==> src/rtl/muldiv_arbiter.sv <==
// Round-robin arbiter sharing one RV32M muldiv unit between NREQ requesters.
// Divide-by-zero and signed overflow are answered locally without starting the unit.
module muldiv_arbiter #(
  parameter int unsigned NREQ    = 2,
  parameter int unsigned TIMEOUT = 64
) (
  input  logic                 clk,
  input  logic                 rst_n,
  input  logic [NREQ-1:0]      req_valid,
  output logic [NREQ-1:0]      req_ready,
  input  logic [NREQ*3-1:0]    req_op,
  input  logic [NREQ*32-1:0]   req_a,
  input  logic [NREQ*32-1:0]   req_b,
  output logic [NREQ-1:0]      rsp_valid,
  input  logic [NREQ-1:0]      rsp_ready,
  output logic [31:0]          rsp_result,
  output logic                 rsp_err,
  output logic                 md_start,
  output logic [2:0]           md_op,
  output logic [31:0]          md_a,
  output logic [31:0]          md_b,
  input  logic [31:0]          md_result,
  input  logic                 md_done,
  input  logic                 md_busy
);

  localparam int unsigned PW = $clog2(NREQ);
  localparam int unsigned CW = $clog2(TIMEOUT) + 1;

  localparam logic [2:0] IDLE  = 3'd0;
  localparam logic [2:0] START = 3'd1;
  localparam logic [2:0] WAIT  = 3'd2;
  localparam logic [2:0] FAST  = 3'd3;
  localparam logic [2:0] RESP  = 3'd4;

  localparam logic [2:0] OP_DIV = 3'd4;
  localparam logic [2:0] OP_REM = 3'd6;

  logic [2:0]    state_q, state_d;
  logic [PW-1:0] rr_ptr_q, rr_ptr_d;
  logic [PW-1:0] owner_q, owner_d;
  logic [PW-1:0] grant_idx;
  logic          grant_any;
  logic [CW-1:0] cnt_q, cnt_d;
  logic [31:0]   result_q, result_d;
  logic          err_q, err_d;
  logic [2:0]    op_q, op_d;
  logic [31:0]   a_q, a_d, b_q, b_d;
  logic [2:0]    sel_op;
  logic [31:0]   sel_a, sel_b;
  logic          fast_sel;

  // First valid requester at or after rr_ptr, wrapping around.
  always_comb begin
    grant_any = 1'b0;
    grant_idx = '0;
    for (int unsigned k = 0; k < NREQ; k++) begin
      if (!grant_any && req_valid[PW'((32'(rr_ptr_q) + k) % NREQ)]) begin
        grant_any = 1'b1;
        grant_idx = PW'((32'(rr_ptr_q) + k) % NREQ);
      end
    end
  end

  always_comb begin
    sel_op = req_op[2:0];
    sel_a  = req_a[31:0];
    sel_b  = req_b[31:0];
    for (int unsigned i = 0; i < NREQ; i++) begin
      if (grant_idx == PW'(i)) begin
        sel_op = req_op[3*i +: 3];
        sel_a  = req_a[32*i +: 32];
        sel_b  = req_b[32*i +: 32];
      end
    end
  end

  assign fast_sel = (sel_op[2] && (sel_b == 32'h0)) ||
                    (((sel_op == OP_DIV) || (sel_op == OP_REM)) &&
                     (sel_a == 32'h8000_0000) && (sel_b == 32'hFFFF_FFFF));

  always_comb begin
    req_ready = '0;
    if ((state_q == IDLE) && grant_any) begin
      req_ready[grant_idx] = 1'b1;
    end
  end

  always_comb begin
    rsp_valid = '0;
    if (state_q == RESP) begin
      rsp_valid[owner_q] = 1'b1;
    end
  end

  always_comb begin
    state_d  = state_q;
    rr_ptr_d = rr_ptr_q;
    owner_d  = owner_q;
    cnt_d    = cnt_q;
    result_d = result_q;
    err_d    = err_q;
    op_d     = op_q;
    a_d      = a_q;
    b_d      = b_q;
    md_start = 1'b0;
    case (state_q)
      IDLE: begin
        if (grant_any) begin
          owner_d  = grant_idx;
          op_d     = sel_op;
          a_d      = sel_a;
          b_d      = sel_b;
          rr_ptr_d = PW'((32'(grant_idx) + 32'd1) % NREQ);
          state_d  = fast_sel ? FAST : START;
        end
      end
      START: begin
        if (!md_busy) begin
          md_start = 1'b1;
          cnt_d    = '0;
          state_d  = WAIT;
        end
      end
      WAIT: begin
        cnt_d = cnt_q + 1'b1;
        if (md_done) begin
          result_d = md_result;
          err_d    = 1'b0;
          state_d  = RESP;
        end else if (cnt_d == CW'(TIMEOUT - 1)) begin
          result_d = 32'h0;
          err_d    = 1'b1;
          state_d  = RESP;
        end
      end
      FAST: begin
        err_d = 1'b0;
        // op[1] separates REM/REMU from DIV/DIVU.
        if (b_q == 32'h0) begin
          result_d = op_q[1] ? a_q : 32'hFFFF_FFFF;
        end else begin
          result_d = op_q[1] ? 32'h0 : 32'h8000_0000;
        end
        state_d = RESP;
      end
      RESP: begin
        if (rsp_ready[owner_q]) begin
          state_d = IDLE;
        end
      end
      default: state_d = IDLE;
    endcase
  end

  always_ff @(posedge clk) begin
    if (!rst_n) begin
      state_q  <= IDLE;
      rr_ptr_q <= '0;
      owner_q  <= '0;
      cnt_q    <= '0;
      result_q <= '0;
      err_q    <= 1'b0;
      op_q     <= '0;
      a_q      <= '0;
      b_q      <= '0;
    end else begin
      state_q  <= state_d;
      rr_ptr_q <= rr_ptr_d;
      owner_q  <= owner_d;
      cnt_q    <= cnt_d;
      result_q <= result_d;
      err_q    <= err_d;
      op_q     <= op_d;
      a_q      <= a_d;
      b_q      <= b_d;
    end
  end

  assign rsp_result = result_q;
  assign rsp_err    = err_q;
  assign md_op      = op_q;
  assign md_a       = a_q;
  assign md_b       = b_q;

endmodule

==> config.mk <==
export PLATFORM = sky130hd
export DESIGN_NAME = muldiv_arbiter
export DESIGN_NICKNAME = d
export VERILOG_FILES = /design/src/rtl/muldiv_arbiter.sv
export SDC_FILE = /design/constraint.sdc
export NUM_CORES = 1
export LEC_CHECK = 0
export CAP_MARGIN = 10
export CORE_MARGIN = 2
export CORE_UTILIZATION = 30
export DETAILED_ROUTE_END_ITERATION = 6
export PLACE_DENSITY = 0.67
export SLEW_MARGIN = 0
export SYNTH_ARGS = -nofsm -noshare
export SYNTH_HDL_FRONTEND = slang
export SYNTH_SLANG_ARGS = --single-unit
==> constraint.sdc <==
create_clock -name clk -period 2.7 [get_ports clk]
set_clock_uncertainty 0.1 [all_clocks]
set_input_delay 0.405 -clock clk [delete_from_list [all_inputs] [get_ports clk]]
set_output_delay 0.405 -clock clk [all_outputs]
set_load 0.01 [all_outputs]
## After elaboration in Yosys (flattened, before gate mapping)

Index checks and enable logic that the tools add are counted.

- Register bits after elaboration: 112
- Bits of input ports: 174
- Output and inout port bits: 105
- Logic and storage cells: 89

- Add/sub/neg operators: 3
- $lt $le $gt $ge: 6
- Eq/ne operators: 13
- Mux-type cells: 39
- Reductions and logical operators: 19

Operator list:

| kind | count |
|---|---|
| two-way mux 32 bit | 7 |
| equality test 32 bit (second input constant) | 2 |
| logical NOT 32 bit | 2 |
| one-hot mux 32 bit (2 select lines) | 1 |
| two-way mux 3 bit | 6 |
| two-way mux 1 bit | 16 |
| one-hot mux 3 bit (5 select lines) | 1 |
| one-hot mux 7 bit (2 select lines) | 1 |
| equality test 3 bit (second input constant) | 3 |
| less-than comparator 1 x 2 -> 1 bit (second input constant) | 4 |
| adder 7 x 1 -> 7 bit (second input constant) | 1 |
| equality test 7 x 6 -> 1 bit (second input constant) | 1 |
| logical AND 1 bit | 7 |
| two-way mux 7 bit | 1 |
| equality test 3 x 2 -> 1 bit (second input constant) | 2 |
| two-way mux 2 bit | 3 |
| AND reduction 2 bit | 3 |
| != test 2 bit (second input constant) | 2 |
| AND reduction 4 bit | 1 |
| nonzero test 2 bit | 2 |
| equality test 3 x 1 -> 1 bit (second input constant) | 1 |
| logical NOT 3 bit | 1 |
| != test 3 bit (second input constant) | 1 |
| adder 1 bit (second input constant) | 2 |
| 6 further kinds | 9 |

## Longest topological paths before layout

- Depth after elaboration: 15
- Mapped depth: 9
- Gate-level depth less buffers: 7

## Worst setup path before layout

No wires, ideal clock.

- Path type: register -> register
- Start: register cnt_q[0]
- End: register result_q[22] (netlist: rsp_result[22])
- Library setup time: 0.125 ns
- Arrival: 1.737 ns
- Required time: 2.475 ns
- Slack: 0.737 ns
- Stages on the path, launching flop included: 9
- Path buffers: 2
- Clock period less this slack: 1.963 ns
- Path through: dfxtp_1 > ha_1 > nand3_2 > o21a_1 > nor4_4 > o31a_1 > buf_6 > buf_2 > a31oi_1

- Word-level cells in the longest chain between the ends: 4

Ends and longest elaborated chain:

| element | line | source |
|---|---|---|
| start, declared | 44 | `logic [CW-1:0] cnt_q, cnt_d;` |
| start signal, assigned | 171 | `cnt_q <= cnt_d;` |
| adder 7 x 1 -> 7 bit | 126 | `cnt_d = cnt_q + 1'b1;` |
| equality test 7 x 6 -> 1 bit | 131 | `end else if (cnt_d == CW'(TIMEOUT - 1)) begin` |
| != test 3 bit (no source line) | - |  |
| AND reduction 2 bit (no source line) | - |  |
| end signal, assigned | 172 | `result_q <= result_d;` |
| end, declared | 45 | `logic [31:0] result_q, result_d;` |

No other way between the ends.
A chain may end at the register's enable or synchronous reset.

## Worst setup path in the final report

- Start: input req_valid[0]
- End: output req_ready[1]

- Word-level cells in the longest chain between the ends: 11
- Elaborated cells on any way between the ends: 17
- Classes of those cells: 2 x order compare; 11 x mux; 4 x reduce/logical

Ends and longest elaborated chain:

| element | line | source |
|---|---|---|
| start, declared | 9 | `input logic [NREQ-1:0] req_valid,` |
| two-way mux 1 bit (not written as such) (2 in series) | 58 | `if (!grant_any && req_valid[PW'((32'(rr_ptr_q) + k) % NREQ)]) begin` |
| two-way mux 1 bit | 58 |  |
| logical NOT 1 bit | 58 |  |
| logical AND 1 bit | 58 |  |
| two-way mux 1 bit | 58 |  |
| less-than comparator 1 x 2 -> 1 bit (not written as such) / >= comparator 1 bit (equally long branches) | 85 | `req_ready[grant_idx] = 1'b1;` |
| logical AND 1 bit (not written as such) | 85 |  |
| two-way mux 1 bit (not written as such) | 85 |  |
| demux 1 bit (select 1 bit) | 85 |  |
| two-way mux 2 bit * | 84 | `if ((state_q == IDLE) && grant_any) begin` |
| end, declared | 10 | `output logic [NREQ-1:0] req_ready,` |

Every way passes the cells marked *; elsewhere a longest branch is shown, timed or not. The select of a mux whose other input is x is not followed.

==> flow_summary.ini <==
[grt]
grt_pass1_wl_mm = 36.4
grt_pass1_vias = 6250
antenna_found_initial = 2
overflow = 0
grt_use_total_pct = 24.0
grt_max_degree = 103

[layout]
insertedDiodeCount = 0
areaGrowthSynthToFinish_pct = 60.1
fill_cells = 1784
layout-drive-gt1-share_pct = 4.60
seq_area_um2 = 2240
multi_input_area_um2 = 3060
postLayoutCoreUtil_pct = 49.3
layout.nets = 1170

[yosys]
synth_ff_type = dfxtp_1
synth_edf_count = 0
yosys_register_bits = 112
synth_xor_area_share_pct = 0.315
yosys_warnings = 0
ys_types = 44
synth-compound-area-share_pct = 23.0
syn_area_um2 = 5570
synth_nets = 921
synth_fa_ha_area_share_pct = 0.450
synth_simple_gate_area_share_pct = 30.7
ys_async_sr_fraction_pct = 0
synth_mux_area_share_pct = 0.180
postSynthAreaPerCell_um2 = 7.47
synth_top_family_by_area = simple AND/OR/NAND/NOR gates
yosysSeqAreaShare_pct = 40.3
syn_inst = 745

[route]
vias = 6561
wl_per_cell_um = 19.8
routed_wl_mm = 24.3
drc = 0
postRouteAntennaNets = 0
vias_per_cell = 5.34
dr.pass1.iters = 5
drt_iter0_drc = 417

[timing]
slew_viol_final = 0
clock.fmax_mhz = 385
grt_setup_unrepaired = false
fin_crit_sh_pct = 96.1
tns_ps = 0
fin_hold_ws_ps = 369
finalSetupViolations = 0
relSlewSlack_pct = 55.1
hold_violations = 0
tightest_slew_ps = 657
layout_min_cycle_time_ps = 2600

[clock_network]
cts-root-buf = clkbuf_16
cts_tree = built
insertion_delay_ps = 350
clock_sinks = 112
cts_buffers = 9
cts_buffer_depth = 2
postCtsSetupBuffers = 0
clk_pin_slew_ps = 80
hold_buffers = 0
htreeDepth = 3

[power]
p_per_area_nw_per_um2 = 560
p_leak_nw = 3.19
vdd_drop_max_mv = 0.296
power_w = 0.00499

[worst_setup_path]
crit_buf_inv = 2
required_ps = 2190
cpMaxStageDelayCell = clkdlybuf4s50_1
crit_type = input pin to output port
cp_max_fo = 4
critical_path.cell_chain = clkdlybuf4s50_1 > nor2_1 > or4_4 > nor2_2 > clkdlybuf4s50_1
worst_setup_path_start_kind = input pin
critPathMaxStageDelay_ps = 550
end_kind = output port
crit_arrival_ps = 2090
cpMostUsedCell = clkdlybuf4s50_1
crit_family = buffers and inverters
rrSetupSlack_ps = 450

[placement]
dp_hpwl_mm = 18.7
port_buffers = 278
place_congestion = 0.898

[floorplan]
dieArea_um2 = 19700
ios = 279
initial_core_util_pct = 30.8
coreArea_um2 = 18100
die_h_um = 140
die-width_um = 140
num_rows = 49

[worst_hold_path]
hold_class = register to register

[run]
cap_viol_max_count = 0

[outcome]
outcome = completed
## metrics by stage
step | worst slack (ps) | cell area (um2) | std cells
2_1_floorplan | 737 | 5570 | 745
3_3_place_gp | 65.3 | 8620 | 1212
3_5_place_dp | 29.0 | 8620 | 1212
4_1_cts | 24.8 | 8910 | 1228
5_1_grt | 28.3 | 8910 | 1228
6_report | 104 | 8910 | 1228
## worst min-delay path, stage by stage (launching register included)
cell and delay, ps:
dfxtp_1 320, nand2_1 50, a21oi_1 60
## kinds of logic after synthesis
| kind of cell | after synthesis |
|---|---|
| xor gates and xnor gates | 2 |
| adders and majority gates | 2 |
| and+or+nand+nor | 372 |
| buffers and inverters | 63 |
| DFF | 112 |
| muxes | 1 |
| AOI/OAI and AO/OA | 193 |
## cells in the mapped netlist (2+ instances only)
master | instances | area [um2]
nor4b_1 | 6 | 52.6
nor3_1 | 7 | 35.0
or3_1 | 2 | 12.5
nand4_1 | 19 | 119
dfxtp_1 | 112 | 2240
a21oi_1 | 15 | 75.1
nand2_1 | 181 | 679
xor2_1 | 2 | 17.5
a31oi_1 | 32 | 200
or4b_1 | 2 | 20.0
nor4_1 | 33 | 206
and4b_1 | 2 | 20.0
o31ai_1 | 2 | 15.0
o21ai_1 | 36 | 180
o21ai_0 | 35 | 175
clkbuf_1 | 44 | 165
nand4b_1 | 2 | 17.5
buf_2 | 11 | 55.1
and3_1 | 2 | 12.5
nand3_1 | 7 | 35.0
nor2_1 | 93 | 349
nor4_4 | 2 | 42.5
ha_1 | 2 | 25.0
a21o_1 | 2 | 15.0
inv_1 | 3 | 11.3
nand2b_1 | 5 | 31.3
buf_6 | 4 | 45.0
a311oi_1 | 66 | 578
## placed cells by master, fill, tap and decap left out, drive strengths merged, types with 10 or more instances in the layout
master / instances
a21oi: 15
a311oi: 66
a31oi: 32
buf: 20
clkbuf: 10
clkdlybuf4s50: 278
dfxtp: 112
nand2: 181
nand4: 19
nor2: 93
nor4: 36
o21ai: 71
## per-layer routing
layer  GRT usage [%]  up-vias  share of wire [%]
met5               0        -                  0
met4            8.51        0                2.6
met3            5.78       39                8.3
met2            39.6      294                 47
met1            30.5     3000                 42
li1                -     3228                  -
## final timing paths
| check | start | end | cells past startpoint |
|---|---|---|---|
| max | req_valid[0] | req_ready[1] | 5 |
| max reg2reg | cnt_q[1] | rsp_result[19] | 8 |
| min reg2reg | md_op[2] | md_op[2] | 2 |
| min | md_op[2] | md_op[2] | 2 |
## repair_timing
item,4_1_cts,5_1_grt
gates resized for setup,0,2
endpoints found under the hold margin,0,0
setup endpoints to repair,0,1
## layout make-up
class	instances	area share, %
flip-flops and latches	112	25.2
inverters	3	0.126
repair buffers	298	33.9
clock buffers	10	2.57
well taps	229	3.21
multi-input cells	570	34.4
clock inverters	6	0.660
## report_power, final
group	switching [W]	internal, W
clock	0.000651	0.000719
sequential	0.000188	0.00186
combinational	0.000760	0.000819
## state kept, by name (all words and copies together), names as in the netlist
signal and cells:
owner_q 1, rsp_result 32, md_a 32, cnt_q 7, md_b 32, rsp_err 1, rr_ptr_q 1, state_q 3
md_op 3
Power figures use the tool's default switching activity.
